===== src/rtl/clock_set_ctrl_pkg.sv =====
// Shared definitions for the 12-hour clock set controller: state encodings and hour constants.
package clock_set_ctrl_pkg;

    typedef enum logic [1:0] {
        ST_RUN      = 2'd0,
        ST_SET_HOUR = 2'd1,
        ST_SET_MIN  = 2'd2
    } state_e;

    localparam logic [3:0] HOUR11_TENS  = 4'd1;
    localparam logic [3:0] HOUR11_UNITS = 4'd1;
    localparam logic [3:0] HOUR12_TENS  = 4'd1;
    localparam logic [3:0] HOUR12_UNITS = 4'd2;

    function automatic logic is_hour_11(input logic [3:0] tens, input logic [3:0] units);
        return (tens == HOUR11_TENS) && (units == HOUR11_UNITS);
    endfunction

endpackage


===== src/rtl/clock_set_ctrl_edge_pulse.sv =====
// Registered rising-edge detector: one-cycle pulse the cycle after a level goes high.
module clock_set_ctrl_edge_pulse (
    input  logic clk,
    input  logic rst_n,
    input  logic i_level,
    output logic o_pulse
);

    logic r_prev;
    logic r_pulse;

    always_ff @(posedge clk or negedge rst_n) begin
        if (!rst_n) begin
            r_prev  <= 1'b0;
            r_pulse <= 1'b0;
        end else begin
            r_prev  <= i_level;
            r_pulse <= i_level & ~r_prev;
        end
    end

    assign o_pulse = r_pulse;

endmodule


===== src/rtl/clock_set_ctrl.sv =====
// Mode/sequencing controller for the 12-hour clock: count enables, AM/PM, time-set FSM, blink.
// Optional inc auto-repeat is enabled by defining CLOCK_SET_AUTOREPEAT_EN.
module clock_set_ctrl
    import clock_set_ctrl_pkg::*;
#(
    parameter int unsigned BLINK_DIV    = 25000000,
    parameter int unsigned REPEAT_DELAY = 50000000,
    parameter int unsigned REPEAT_RATE  = 10000000
) (
    input  logic       clk,
    input  logic       rst_n,
    input  logic       i_tick_1hz,
    input  logic       i_btn_mode,
    input  logic       i_btn_inc,
    input  logic       i_sec_cout,
    input  logic       i_min_cout,
    input  logic [3:0] i_hour_tens,
    input  logic [3:0] i_hour_units,
    output logic       o_sec_en,
    output logic       o_min_en,
    output logic       o_hour_en,
    output logic       o_sec_clr,
    output logic       o_pm,
    output logic [1:0] o_mode,
    output logic       o_hour_blank,
    output logic       o_min_blank
);

    localparam int unsigned BLINK_W = (BLINK_DIV > 1) ? $clog2(BLINK_DIV) : 1;
    localparam logic [BLINK_W-1:0] BLINK_LAST = BLINK_W'(BLINK_DIV - 1);

    if (REPEAT_RATE < 1 || REPEAT_DELAY < REPEAT_RATE || BLINK_DIV < 1) begin : g_bad_cfg
        $error("clock_set_ctrl: invalid BLINK_DIV/REPEAT_DELAY/REPEAT_RATE");
    end

    state_e             r_state, w_state_d;
    logic               r_sec_en, r_min_en, r_hour_en, r_sec_clr, r_pm;
    logic               r_hour_blank, r_min_blank;
    logic               w_sec_en_d, w_min_en_d, w_hour_en_d, w_sec_clr_d, w_pm_d;
    logic               w_inc_acc, w_state_chg;
    logic [BLINK_W-1:0] r_blink_cnt, w_blink_cnt_d;
    logic               r_phase, w_phase_d;
    logic               w_mode_evt, w_inc_pulse, w_inc_evt, w_rep_fire;
    logic               w_in_set;

    clock_set_ctrl_edge_pulse u_mode_edge (
        .clk     (clk),
        .rst_n   (rst_n),
        .i_level (i_btn_mode),
        .o_pulse (w_mode_evt)
    );

    clock_set_ctrl_edge_pulse u_inc_edge (
        .clk     (clk),
        .rst_n   (rst_n),
        .i_level (i_btn_inc),
        .o_pulse (w_inc_pulse)
    );

    assign w_in_set = (r_state == ST_SET_HOUR) || (r_state == ST_SET_MIN);

`ifdef CLOCK_SET_AUTOREPEAT_EN
    localparam int unsigned REP_W = $clog2(REPEAT_DELAY + 1);
    localparam logic [REP_W-1:0] REP_FIRE   = REP_W'(REPEAT_DELAY);
    localparam logic [REP_W-1:0] REP_RELOAD = REP_W'(REPEAT_DELAY - REPEAT_RATE + 1);

    logic [REP_W-1:0] r_rep_cnt;

    // Counter holds cycles since the rising edge; reload spaces later events REPEAT_RATE apart.
    assign w_rep_fire = i_btn_inc && w_in_set && (r_rep_cnt == REP_FIRE);

    always_ff @(posedge clk or negedge rst_n) begin
        if (!rst_n) begin
            r_rep_cnt <= '0;
        end else if (!i_btn_inc || !w_in_set || w_state_chg) begin
            r_rep_cnt <= '0;
        end else if (w_rep_fire) begin
            r_rep_cnt <= REP_RELOAD;
        end else begin
            r_rep_cnt <= r_rep_cnt + 1'b1;
        end
    end
`else
    assign w_rep_fire = 1'b0;
`endif

    assign w_inc_evt = w_inc_pulse | w_rep_fire;

    always_comb begin
        w_state_d   = r_state;
        w_sec_en_d  = 1'b0;
        w_min_en_d  = 1'b0;
        w_hour_en_d = 1'b0;
        w_sec_clr_d = 1'b0;
        w_inc_acc   = 1'b0;
        unique case (r_state)
            ST_RUN: begin
                if (i_tick_1hz) begin
                    w_sec_en_d  = 1'b1;
                    w_min_en_d  = i_sec_cout;
                    w_hour_en_d = i_sec_cout & i_min_cout;
                end
                if (w_mode_evt) w_state_d = ST_SET_HOUR;
            end
            ST_SET_HOUR: begin
                if (w_mode_evt) begin
                    w_state_d = ST_SET_MIN;
                end else if (w_inc_evt) begin
                    w_hour_en_d = 1'b1;
                    w_inc_acc   = 1'b1;
                end
            end
            ST_SET_MIN: begin
                if (w_mode_evt) begin
                    w_state_d   = ST_RUN;
                    w_sec_clr_d = 1'b1;
                end else if (w_inc_evt) begin
                    w_min_en_d = 1'b1;
                    w_inc_acc  = 1'b1;
                end
            end
            default: w_state_d = ST_RUN;
        endcase
        w_pm_d      = r_pm ^ (w_hour_en_d & is_hour_11(i_hour_tens, i_hour_units));
        w_state_chg = (w_state_d != r_state);
    end

    // Any state change or accepted inc restarts the blink visible.
    always_comb begin
        w_blink_cnt_d = r_blink_cnt + 1'b1;
        w_phase_d     = r_phase;
        if (w_state_chg || w_inc_acc) begin
            w_blink_cnt_d = '0;
            w_phase_d     = 1'b0;
        end else if (r_blink_cnt == BLINK_LAST) begin
            w_blink_cnt_d = '0;
            w_phase_d     = ~r_phase;
        end
    end

    always_ff @(posedge clk or negedge rst_n) begin
        if (!rst_n) begin
            r_state      <= ST_RUN;
            r_sec_en     <= 1'b0;
            r_min_en     <= 1'b0;
            r_hour_en    <= 1'b0;
            r_sec_clr    <= 1'b0;
            r_pm         <= 1'b0;
            r_blink_cnt  <= '0;
            r_phase      <= 1'b0;
            r_hour_blank <= 1'b0;
            r_min_blank  <= 1'b0;
        end else begin
            r_state      <= w_state_d;
            r_sec_en     <= w_sec_en_d;
            r_min_en     <= w_min_en_d;
            r_hour_en    <= w_hour_en_d;
            r_sec_clr    <= w_sec_clr_d;
            r_pm         <= w_pm_d;
            r_blink_cnt  <= w_blink_cnt_d;
            r_phase      <= w_phase_d;
            r_hour_blank <= (w_state_d == ST_SET_HOUR) & w_phase_d;
            r_min_blank  <= (w_state_d == ST_SET_MIN) & w_phase_d;
        end
    end

    assign o_sec_en     = r_sec_en;
    assign o_min_en     = r_min_en;
    assign o_hour_en    = r_hour_en;
    assign o_sec_clr    = r_sec_clr;
    assign o_pm         = r_pm;
    assign o_mode       = r_state;
    assign o_hour_blank = r_hour_blank;
    assign o_min_blank  = r_min_blank;

endmodule

===== config.mk =====
export PLATFORM = sky130hd
export DESIGN_NAME = clock_set_ctrl
export DESIGN_NICKNAME = d
export VERILOG_FILES = /design/src/rtl/clock_set_ctrl_pkg.sv /design/src/rtl/clock_set_ctrl_edge_pulse.sv /design/src/rtl/clock_set_ctrl.sv
export SDC_FILE = /design/constraint.sdc
export NUM_CORES = 1
export LEC_CHECK = 0
export ABC_AREA = 1
export CAP_MARGIN = 40
export CORE_MARGIN = 2
export CORE_UTILIZATION = 45
export DETAILED_ROUTE_END_ITERATION = 8
export PLACE_DENSITY = 0.66
export SYNTH_ARGS = -nofsm -noshare
export SYNTH_HDL_FRONTEND = slang
export SYNTH_HIERARCHICAL = 1
export SYNTH_SLANG_ARGS = --single-unit

===== constraint.sdc =====
create_clock -name clk -period 2.85 [get_ports clk]
set_clock_uncertainty 0.15 [all_clocks]
set_input_delay 0.285 -clock clk [delete_from_list [all_inputs] [get_ports clk]]
set_output_delay 0.285 -clock clk [all_outputs]
set_load 0.01 [all_outputs]

### Word level (Yosys, flattened, before mapping)

Cells that the tools add are included.

| operators by class | value |
|---|---|
| add/subtract/negate cells | 1 |
| equal/unequal tests | 8 |
| multiplexer cells | 19 |
| bitwise logic cells | 10 |
| reductions and logical operators | 4 |

Operators with widths:

| kind | number |
|---|---|
| 2-to-1 mux 25 bit | 2 |
| adder 25 x 1 -> 25 bit, second input constant | 1 |
| equality test 25 bit, second input constant | 1 |
| 2-to-1 mux 1 bit | 11 |
| equality test 4 x 1 -> 1 bit, second input constant | 2 |
| bitwise AND 1 bit | 6 |
| 2-to-1 mux 2 bit | 3 |
| case mux 2 bit (3 select lines) | 1 |
| equality test 2 x 1 -> 1 bit, second input constant | 2 |
| equality test 2 bit, second input constant | 2 |
| case mux 1 bit (2 select lines) | 2 |
| inverter 1 bit | 3 |
| logical NOT 2 bit | 1 |
| != test 2 bit | 1 |
| OR reduction 2 bit | 1 |
| logical AND 1 bit | 1 |
| logical OR 1 bit | 1 |
| bitwise XOR 1 bit | 1 |

| storage, ports and cells | value |
|---|---|
| register bits | 39 |
| input bits | 15 |
| word-level logic and storage cells | 56 |

### Logic depth before layout (Yosys ltp)

| depth | value |
|---|---|
| depth after elaboration | 6 |
| mapped depth | 10 |
| gate-level depth less buffers | 10 |

### Modules after synthesis

Netlist, hierarchy kept.

By module, submodules not included:

| module | instances | cells each | area each (um2) | sequential area each (um2) |
|---|---|---|---|---|
| clock_set_ctrl | 1 | 252 | 1936.9 | 875.8 |
| clock_set_ctrl_edge_pulse | 2 | 4 | 60.1 | 50.0 |

### Least setup slack after synthesis

OpenSTA, ideal clock, no wires.

| timing | value |
|---|---|
| kind | reg-to-reg |
| start | reg r_state[1], in the netlist o_mode[1] |
| end | reg r_blink_cnt[21] |
| library setup time | 0.068 ns |
| arrival | 1.606 ns |
| setup slack | 1.026 ns |
| stages on the path, launching flop included | 10 |
| clock period less this slack | 1.824 ns |
| cell sequence | dfrtp_1 inv_1 ha_1 inv_1 a21oi_1 nand4_2 a21oi_2 nand2_2 buf_6 nor2_4 |

| on the way | value |
|---|---|
| word-level cells in the longest chain between the ends | 5 |
| elaborated cells between the ends (all ways) | 12 |

Ends and longest elaborated chain:

| element | line | source |
|---|---|---|
| from (decl) | clock_set_ctrl.sv:36 | `state_e r_state, w_state_d;` |
| from (signal assigned) | clock_set_ctrl.sv:154 | `r_state <= w_state_d;` |
| equality test 2 bit (tied with other cells) | clock_set_ctrl.sv:96 | `unique case (r_state)` |
| case mux 2 bit (3 select lines) or OR reduction 2 bit (tied branches) | n/a |  |
| != test 2 bit or 2-to-1 mux 1 bit (tied branches) | n/a |  |
| logical OR 1 bit (*) | clock_set_ctrl.sv:132 | `if (w_state_chg \|\| w_inc_acc) begin` |
| 2-to-1 mux 25 bit (*) | clock_set_ctrl.sv:132 |  |
| net w_blink_cnt_d[21] | clock_set_ctrl.sv:41 | `logic [BLINK_W-1:0] r_blink_cnt, w_blink_cnt_d;` |
| to (signal assigned) | clock_set_ctrl.sv:160 | `r_blink_cnt <= w_blink_cnt_d;` |
| to (decl) | clock_set_ctrl.sv:41 |  |

Mark *: on every way through the listed nets, which the timed path passes. The rest lies on a longest branch.

### Worst setup path in the final report

| timing | value |
|---|---|
| start | reg r_state[1], in the netlist o_mode[1] |
| end | reg r_blink_cnt[13] |

Same word-level chain as after synthesis.

==> results.sh <==
export IMPL_grt_pass1_wl_um=7160
export IMPL_rr_worst_depth=8
export IMPL_synth_distinct_cells=25
export IMPL_antenna_cells=0
export IMPL_syn_area_per_cell_sq_um=7.91
export IMPL_cp_start_kind="flip-flop"
export IMPL_synth_top_family_by_area="simple AND/OR/NAND/NOR gates"
export IMPL_grt_max_degree=31
export IMPL_critPathCaptureType="flip-flop"
export IMPL_relSlewSlack_pct=76.7
export IMPL_syn_area_sq_um=2060
export IMPL_critPathCapture="r_blink_cnt[13]$_DFF_PN0_"
export IMPL_wl_um=4060
export IMPL_fp_dieW_um=71.6
export IMPL_antenna_found_initial=0
export IMPL_ys_seq_area_share_pct=47.4
export IMPL_path_cells="inv_1 > ha_1 > inv_1 > a21oi_1 > nand4_2 > a21oi_2 > nand2_2 > nor2_1"
export IMPL_layout_min_cycle_time_ps=2080
export IMPL_layout_commonest_cell="nand2_1"
export IMPL_firstDrtPassIters=7
export IMPL_detail_route_antenna_nets=0
export IMPL_hp_class="in -> async"
export IMPL_fin_tns_setup_ps=0
export IMPL_path_clk_slew_ps=90
export IMPL_h_tree_depth=2
export IMPL_viasPerCell=4.81
export IMPL_hold_violations=0
export IMPL_rows=24
export IMPL_drive_gt1_share_pct=8.22
export IMPL_ioPinCount=24
export IMPL_grt_pass1_vias=1573
export IMPL_crit_path_top_delay_cell="dfrtp_1"
export IMPL_synth_mux_area_share_pct=0
export IMPL_p_leak_nw=1.10
export IMPL_insertion_delay_ps=300
export IMPL_rr_startpoint="o_mode[1]$_DFF_PN0_"
export IMPL_tightest_slew_ps=348
export IMPL_p_per_area_nw_per_um2=615
export IMPL_cts_made_buffers=5
export IMPL_max_cap_violations=0
export IMPL_gp_congestion=0.848
export IMPL_max_freq_ghz=0.480
export IMPL_path_delay_family="simple AND/OR/NAND/NOR gates"
export IMPL_cts_root_buf="clkbuf_8"
export IMPL_clock_sink_count=39
export IMPL_reg2reg_slack_ps=770
export IMPL_crit_buf_inv=2
export IMPL_critPathMaxStageDelay_ps=420
export IMPL_coreArea_sq_um=4380
export IMPL_synth_compound_area_share_pct=2.62
export IMPL_fin_nets=311
export IMPL_cp_startpoint="o_mode[1]$_DFF_PN0_"
export IMPL_syn_inst=260
export IMPL_required_ps=2930
export IMPL_vdd_ir_drop_max_mv=0.422
export IMPL_routedWlPerCell_um=11.8
export IMPL_final_cell_mix="nand2_1 (66), nor2_1 (52), dfrtp_1 (39)"
export IMPL_finalSetupViolations=0
export IMPL_finalCritPeriodShare_pct=73.0
export IMPL_syn_num_nets=280
export IMPL_yosysWarnings=6
export IMPL_die_area_sq_um=5130
export IMPL_rsz0062_at_grt="false"
export IMPL_worstPathMaxFanout=16
export IMPL_initial_core_util_pct=46.9
export IMPL_criticalPathCategory="reg -> reg"
export IMPL_maxSlewViolCount=0
export IMPL_r2r_end="r_blink_cnt[13]$_DFF_PN0_"
export IMPL_path_depth=8
export IMPL_grt_overflow_total=0
export IMPL_die_h_um=71.6
export IMPL_status="completed"
export IMPL_synth_seq_cells=39
export IMPL_cts_tree="done"
export IMPL_portBuffers=23
export IMPL_postCtsSetupRepairBufs=0
export IMPL_synth_simple_area_share_pct=33.4
export IMPL_area_growth_pct=20.6
export IMPL_synth_xor_area_share_pct=6.39
export IMPL_track_usage_pct=18.2
export IMPL_vias=1656
export IMPL_cts_path_max_buffers=2
export IMPL_arrival_ps=2160
export IMPL_power_mw=1.52
export IMPL_first_iter_violations=115
export IMPL_synth_adder_area_share_pct=3.04
export IMPL_drcViolationCount=0
export IMPL_dp_hpwl_um=3030
export IMPL_crit_top_cell="inv_1"
[final cells by class]
type / count / area (sq um)
clock buffers: 5 / 68.8
well taps: 52 / 65.1
repair buffers: 25 / 255
flip-flops and latches: 39 / 976
clock inverters: 3 / 46.3
inverters: 36 / 135
multi-input cells: 184 / 935
fillers: 392 / 1900
[logic make-up after synthesis]
logic type / after synthesis
AO/OA/AOI/OAI: 8
XOR/XNOR: 15
adder cells (fa/ha/maj): 5
buffers and inverters: 37
flip-flops: 39
AND/OR/NAND/NOR: 156
[worst min-delay path by stage]
stage                                            from                            to  slack (ps)  cells past startpoint
after floorplan                                 rst_n        o_hour_blank$_DFF_PN0_        -160                      0
final                                           rst_n      r_blink_cnt[8]$_DFF_PN0_         220                      2
after global routing                            rst_n      r_blink_cnt[8]$_DFF_PN0_         230                      2
after detailed placement                        rst_n                o_pm$_DFF_PN0_          20                      1
after global placement    u_inc_edge/r_prev$_DFF_PN0_  u_inc_edge/o_pulse$_DFF_PN0_         240                      1
after CTS                                       rst_n      r_blink_cnt[8]$_DFF_PN0_         230                      2
[cell usage after synthesis]
| cell type | count | area, sq um |
|---|---|---|
| a21oi_1 | 3 | 15.0 |
| a21oi_2 | 1 | 8.76 |
| a32o_1 | 1 | 10.0 |
| buf_6 | 1 | 11.3 |
| dfrtp_1 | 39 | 976 |
| ha_1 | 5 | 62.6 |
| inv_1 | 35 | 131 |
| inv_2 | 1 | 3.75 |
| nand2_1 | 66 | 248 |
| nand2_2 | 2 | 12.5 |
| nand2_4 | 1 | 11.3 |
| nand3_1 | 15 | 75.1 |
| nand3_2 | 2 | 20.0 |
| nand4_1 | 2 | 12.5 |
| nand4_2 | 1 | 12.5 |
| nor2_1 | 52 | 195 |
| nor2_2 | 4 | 25.0 |
| nor2_4 | 1 | 11.3 |
| nor3_1 | 7 | 35.0 |
| nor3_4 | 1 | 16.3 |
| nor4_1 | 2 | 12.5 |
| o21ai_0 | 1 | 5.00 |
| o21bai_1 | 2 | 15.0 |
| xnor2_1 | 4 | 35.0 |
| xor2_1 | 11 | 96.3 |
[report_power, final]
group	switching [mW]	total [mW]	internal [mW]
registers	0.0361	0.639	0.603
logic	0.250	0.402	0.152
clock network	0.220	0.484	0.264
[worst reg2reg max path, stage by stage (launching register included)]
cell     delay [ps]
dfrtp_1         420
inv_1           160
ha_1            220
inv_1            60
a21oi_1         230
nand4_2         170
a21oi_2         190
nand2_2         230
nor2_1          180
[flip-flops by register name (all words and copies together) (netlist names)]
name and count:
o_hour_blank 1, o_hour_en 1, o_min_blank 1, o_min_en 1, o_mode 2, o_pm 1, o_sec_clr 1, o_sec_en 1
r_blink_cnt 25, r_phase 1, u_inc_edge/o_pulse 1, u_inc_edge/r_prev 1, u_mode_edge/o_pulse 1, u_mode_edge/r_prev 1
[stage by stage]
| step | utilization (%) | setup slack, ps | hold slack [ps] | cell area, sq um | cells |
|---|---|---|---|---|---|
| 2_1_floorplan | - | 1030 | -161 | 2060 | 260 |
| 3_3_place_gp | 53.3 | 961 | 243 | 2340 | 334 |
| 3_5_place_dp | 53.7 | 856 | 18.5 | 2360 | 335 |
| 4_1_cts | 56.6 | 775 | 226 | 2480 | 344 |
| 5_1_grt | 56.6 | 560 | 228 | 2480 | 344 |
| 6_report | 56.6 | 769 | 221 | 2480 | 344 |
[metal layers]
metal  vias up  GRT usage (%)  part of all wire [%]  routed length (um)
li1        856              -                     -                   -
met1       756           25.6                    52                2090
met2        36           26.7                    42                1690
met3         8           6.33                   5.4                 219
met4         0           5.45                   1.4                  58
met5         -              0                     0                   0
[repair_timing]
item | CTS | global route
resized for setup | 0 | 0
hold endpoints to repair | 39 | 0
hold buffers | 1 | 0
Note: power is estimated with default switching activity, not from simulation.
==> RTL edit, RTL diff (same settings) <==
The output `o_sec_clr` loses its register stage (`r_sec_clr` becomes a continuous assignment).
--- a/src/rtl/clock_set_ctrl.sv
+++ b/src/rtl/clock_set_ctrl.sv
@@ -144,7 +144,6 @@
             r_sec_en     <= 1'b0;
             r_min_en     <= 1'b0;
             r_hour_en    <= 1'b0;
-            r_sec_clr    <= 1'b0;
             r_pm         <= 1'b0;
             r_blink_cnt  <= '0;
             r_phase      <= 1'b0;
@@ -155,7 +154,6 @@
             r_sec_en     <= w_sec_en_d;
             r_min_en     <= w_min_en_d;
             r_hour_en    <= w_hour_en_d;
-            r_sec_clr    <= w_sec_clr_d;
             r_pm         <= w_pm_d;
             r_blink_cnt  <= w_blink_cnt_d;
             r_phase      <= w_phase_d;
@@ -163,6 +161,8 @@
             r_min_blank  <= (w_state_d == ST_SET_MIN) & w_phase_d;
         end
     end
+
+    assign r_sec_clr = w_sec_clr_d;
 
     assign o_sec_en     = r_sec_en;
     assign o_min_en     = r_min_en;
Check against the original RTL: not equivalent (Yosys sat finds a counterexample within 10 cycles, from zero or initial values and one cycle with rst_n low).
==> RTL edit against the original RTL <==
  * Core utilization shrank 0.73 points
  * Final area shrank 2.0%
  * Sequential cell count down 1
  * Worst setup slack got worse by 0.089 ns
  * Sequential power is 3% lower
  * Routed wire length about the same
  * Total power is 7.5% lower
  * Area after synthesis down 1.2%
  * Critical path type is now reg -> out
  * Largest cell class unchanged
  * Largest power group unchanged
==> RTL edit: results (changes against the original RTL) <==
* Via/cell ratio at 4.75 (was 4.81)
* Maximum fanout along the worst path at 4 (was 16)
* Crit path max-delay cell type: clkdlybuf4s50_1 (was dfrtp_1)
* DRT Wirelength at 4060 um (about the same)
* Placed Area at 2330 um2 (was 2360 um2)
* LEAKAGE at 1.08 nW (was 1.10 nW)
* Tot GR Track Use at 18.4% (was 18.2%)
* Outcome: completed (unchanged)
* Number of global-route vias before repair at 1565 (was 1573)
* Share of cells above drive strength 1 at 7.90% (was 8.22%)
* First-pass GRT wire length at 7180 um (was 7160 um)
* Worst slew margin at 76.9% (was 76.7%)
* Synth cell count leaders: nand2_1 (66), nor2_1 (52), dfrtp_1 (38), inv_1 (35), nand3_1 (15) (was nand2_1 (66), nor2_1 (52), dfrtp_1 (39), inv_1 (35), nand3_1 (15))
* Synth Area in Compound Gates at 2.65% (was 2.62%)
* Synth area leaders: dfrtp_1 (47%), nand2_1 (12%), nor2_1 (9.6%) (was dfrtp_1 (47%), nand2_1 (12%), nor2_1 (9.5%))
* Syn nets at 279 (was 280)
* Final #Nets at 310 (was 311)
* Setup crit start: o_mode[0]$_DFF_PN0_ (was o_mode[1]$_DFF_PN0_)
* Critical Path Sink: o_sec_clr (was r_blink_cnt[13]$_DFF_PN0_)
* FF-to-FF End: r_blink_cnt[16]$_DFF_PN0_ (was r_blink_cnt[13]$_DFF_PN0_)
* Pin count of the biggest net entering global routing at 38 (was 31)
* Critical Path AT at 1.74 ns (was 2.16 ns)
* Hpwl dp at 3050 um (was 3030 um)
* Fin Hold WS at 0.156 ns (was 0.221 ns)
* Xor/xnor cell area share of the yosys netlist at 6.47% (was 6.39%)
## RTL edit: cell types whose count changed after synthesis
cell,unedited run,this run
dfrtp_1,39,38
## RTL edit: final cells by class
type	instances	area (um2)
fill	401	1920
sequential	38	951
multi-input combinational	184	935
timing repair buffer	25	255
inverter	36	135
clock buffer	7	86.3
tap	52	65.1
clock inverter	1	5.00
## RTL edit: cell families after synthesis
group	count (synthesis)
AND/OR/NAND/NOR	156
flip-flops	38
buffers and inverters	37
XOR/XNOR	15
AO/OA/AOI/OAI	8
adder cells (fa/ha/maj)	5
## RTL edit: power groups by stage
stage	Sequential, mW	Combinational [mW]	Clock, mW
4_1_cts	0.623	0.412	0.400
3_5_place_dp	0.633	0.410	0
6_report	0.623	0.403	0.385
3_3_place_gp	0.632	0.393	0
5_1_grt	0.628	0.457	0.419
2_1_floorplan	0.641	0.260	0
## RTL edit: through the flow
| step | setup slack (ns) | instances | total power, mW | util [%] |
|---|---|---|---|---|
| 2_1_floorplan | 1.03 | 259 | 0.900 | - |
| 6_report | 0.680 | 343 | 1.41 | 55.9 |
| 3_3_place_gp | 0.968 | 333 | 1.03 | 53.1 |
| 5_1_grt | 0.557 | 343 | 1.50 | 55.9 |
| 4_1_cts | 0.654 | 343 | 1.44 | 55.9 |
| 3_5_place_dp | 0.842 | 334 | 1.04 | 53.5 |
## RTL edit: routing by layer
layer  up-vias  wire length, um  track usage [%]
met2        25             1700             26.2
met3         7              120             4.42
li1        855                -                -
met1       743             2160             26.9
met4         0               82             7.55
met5         -                0                0
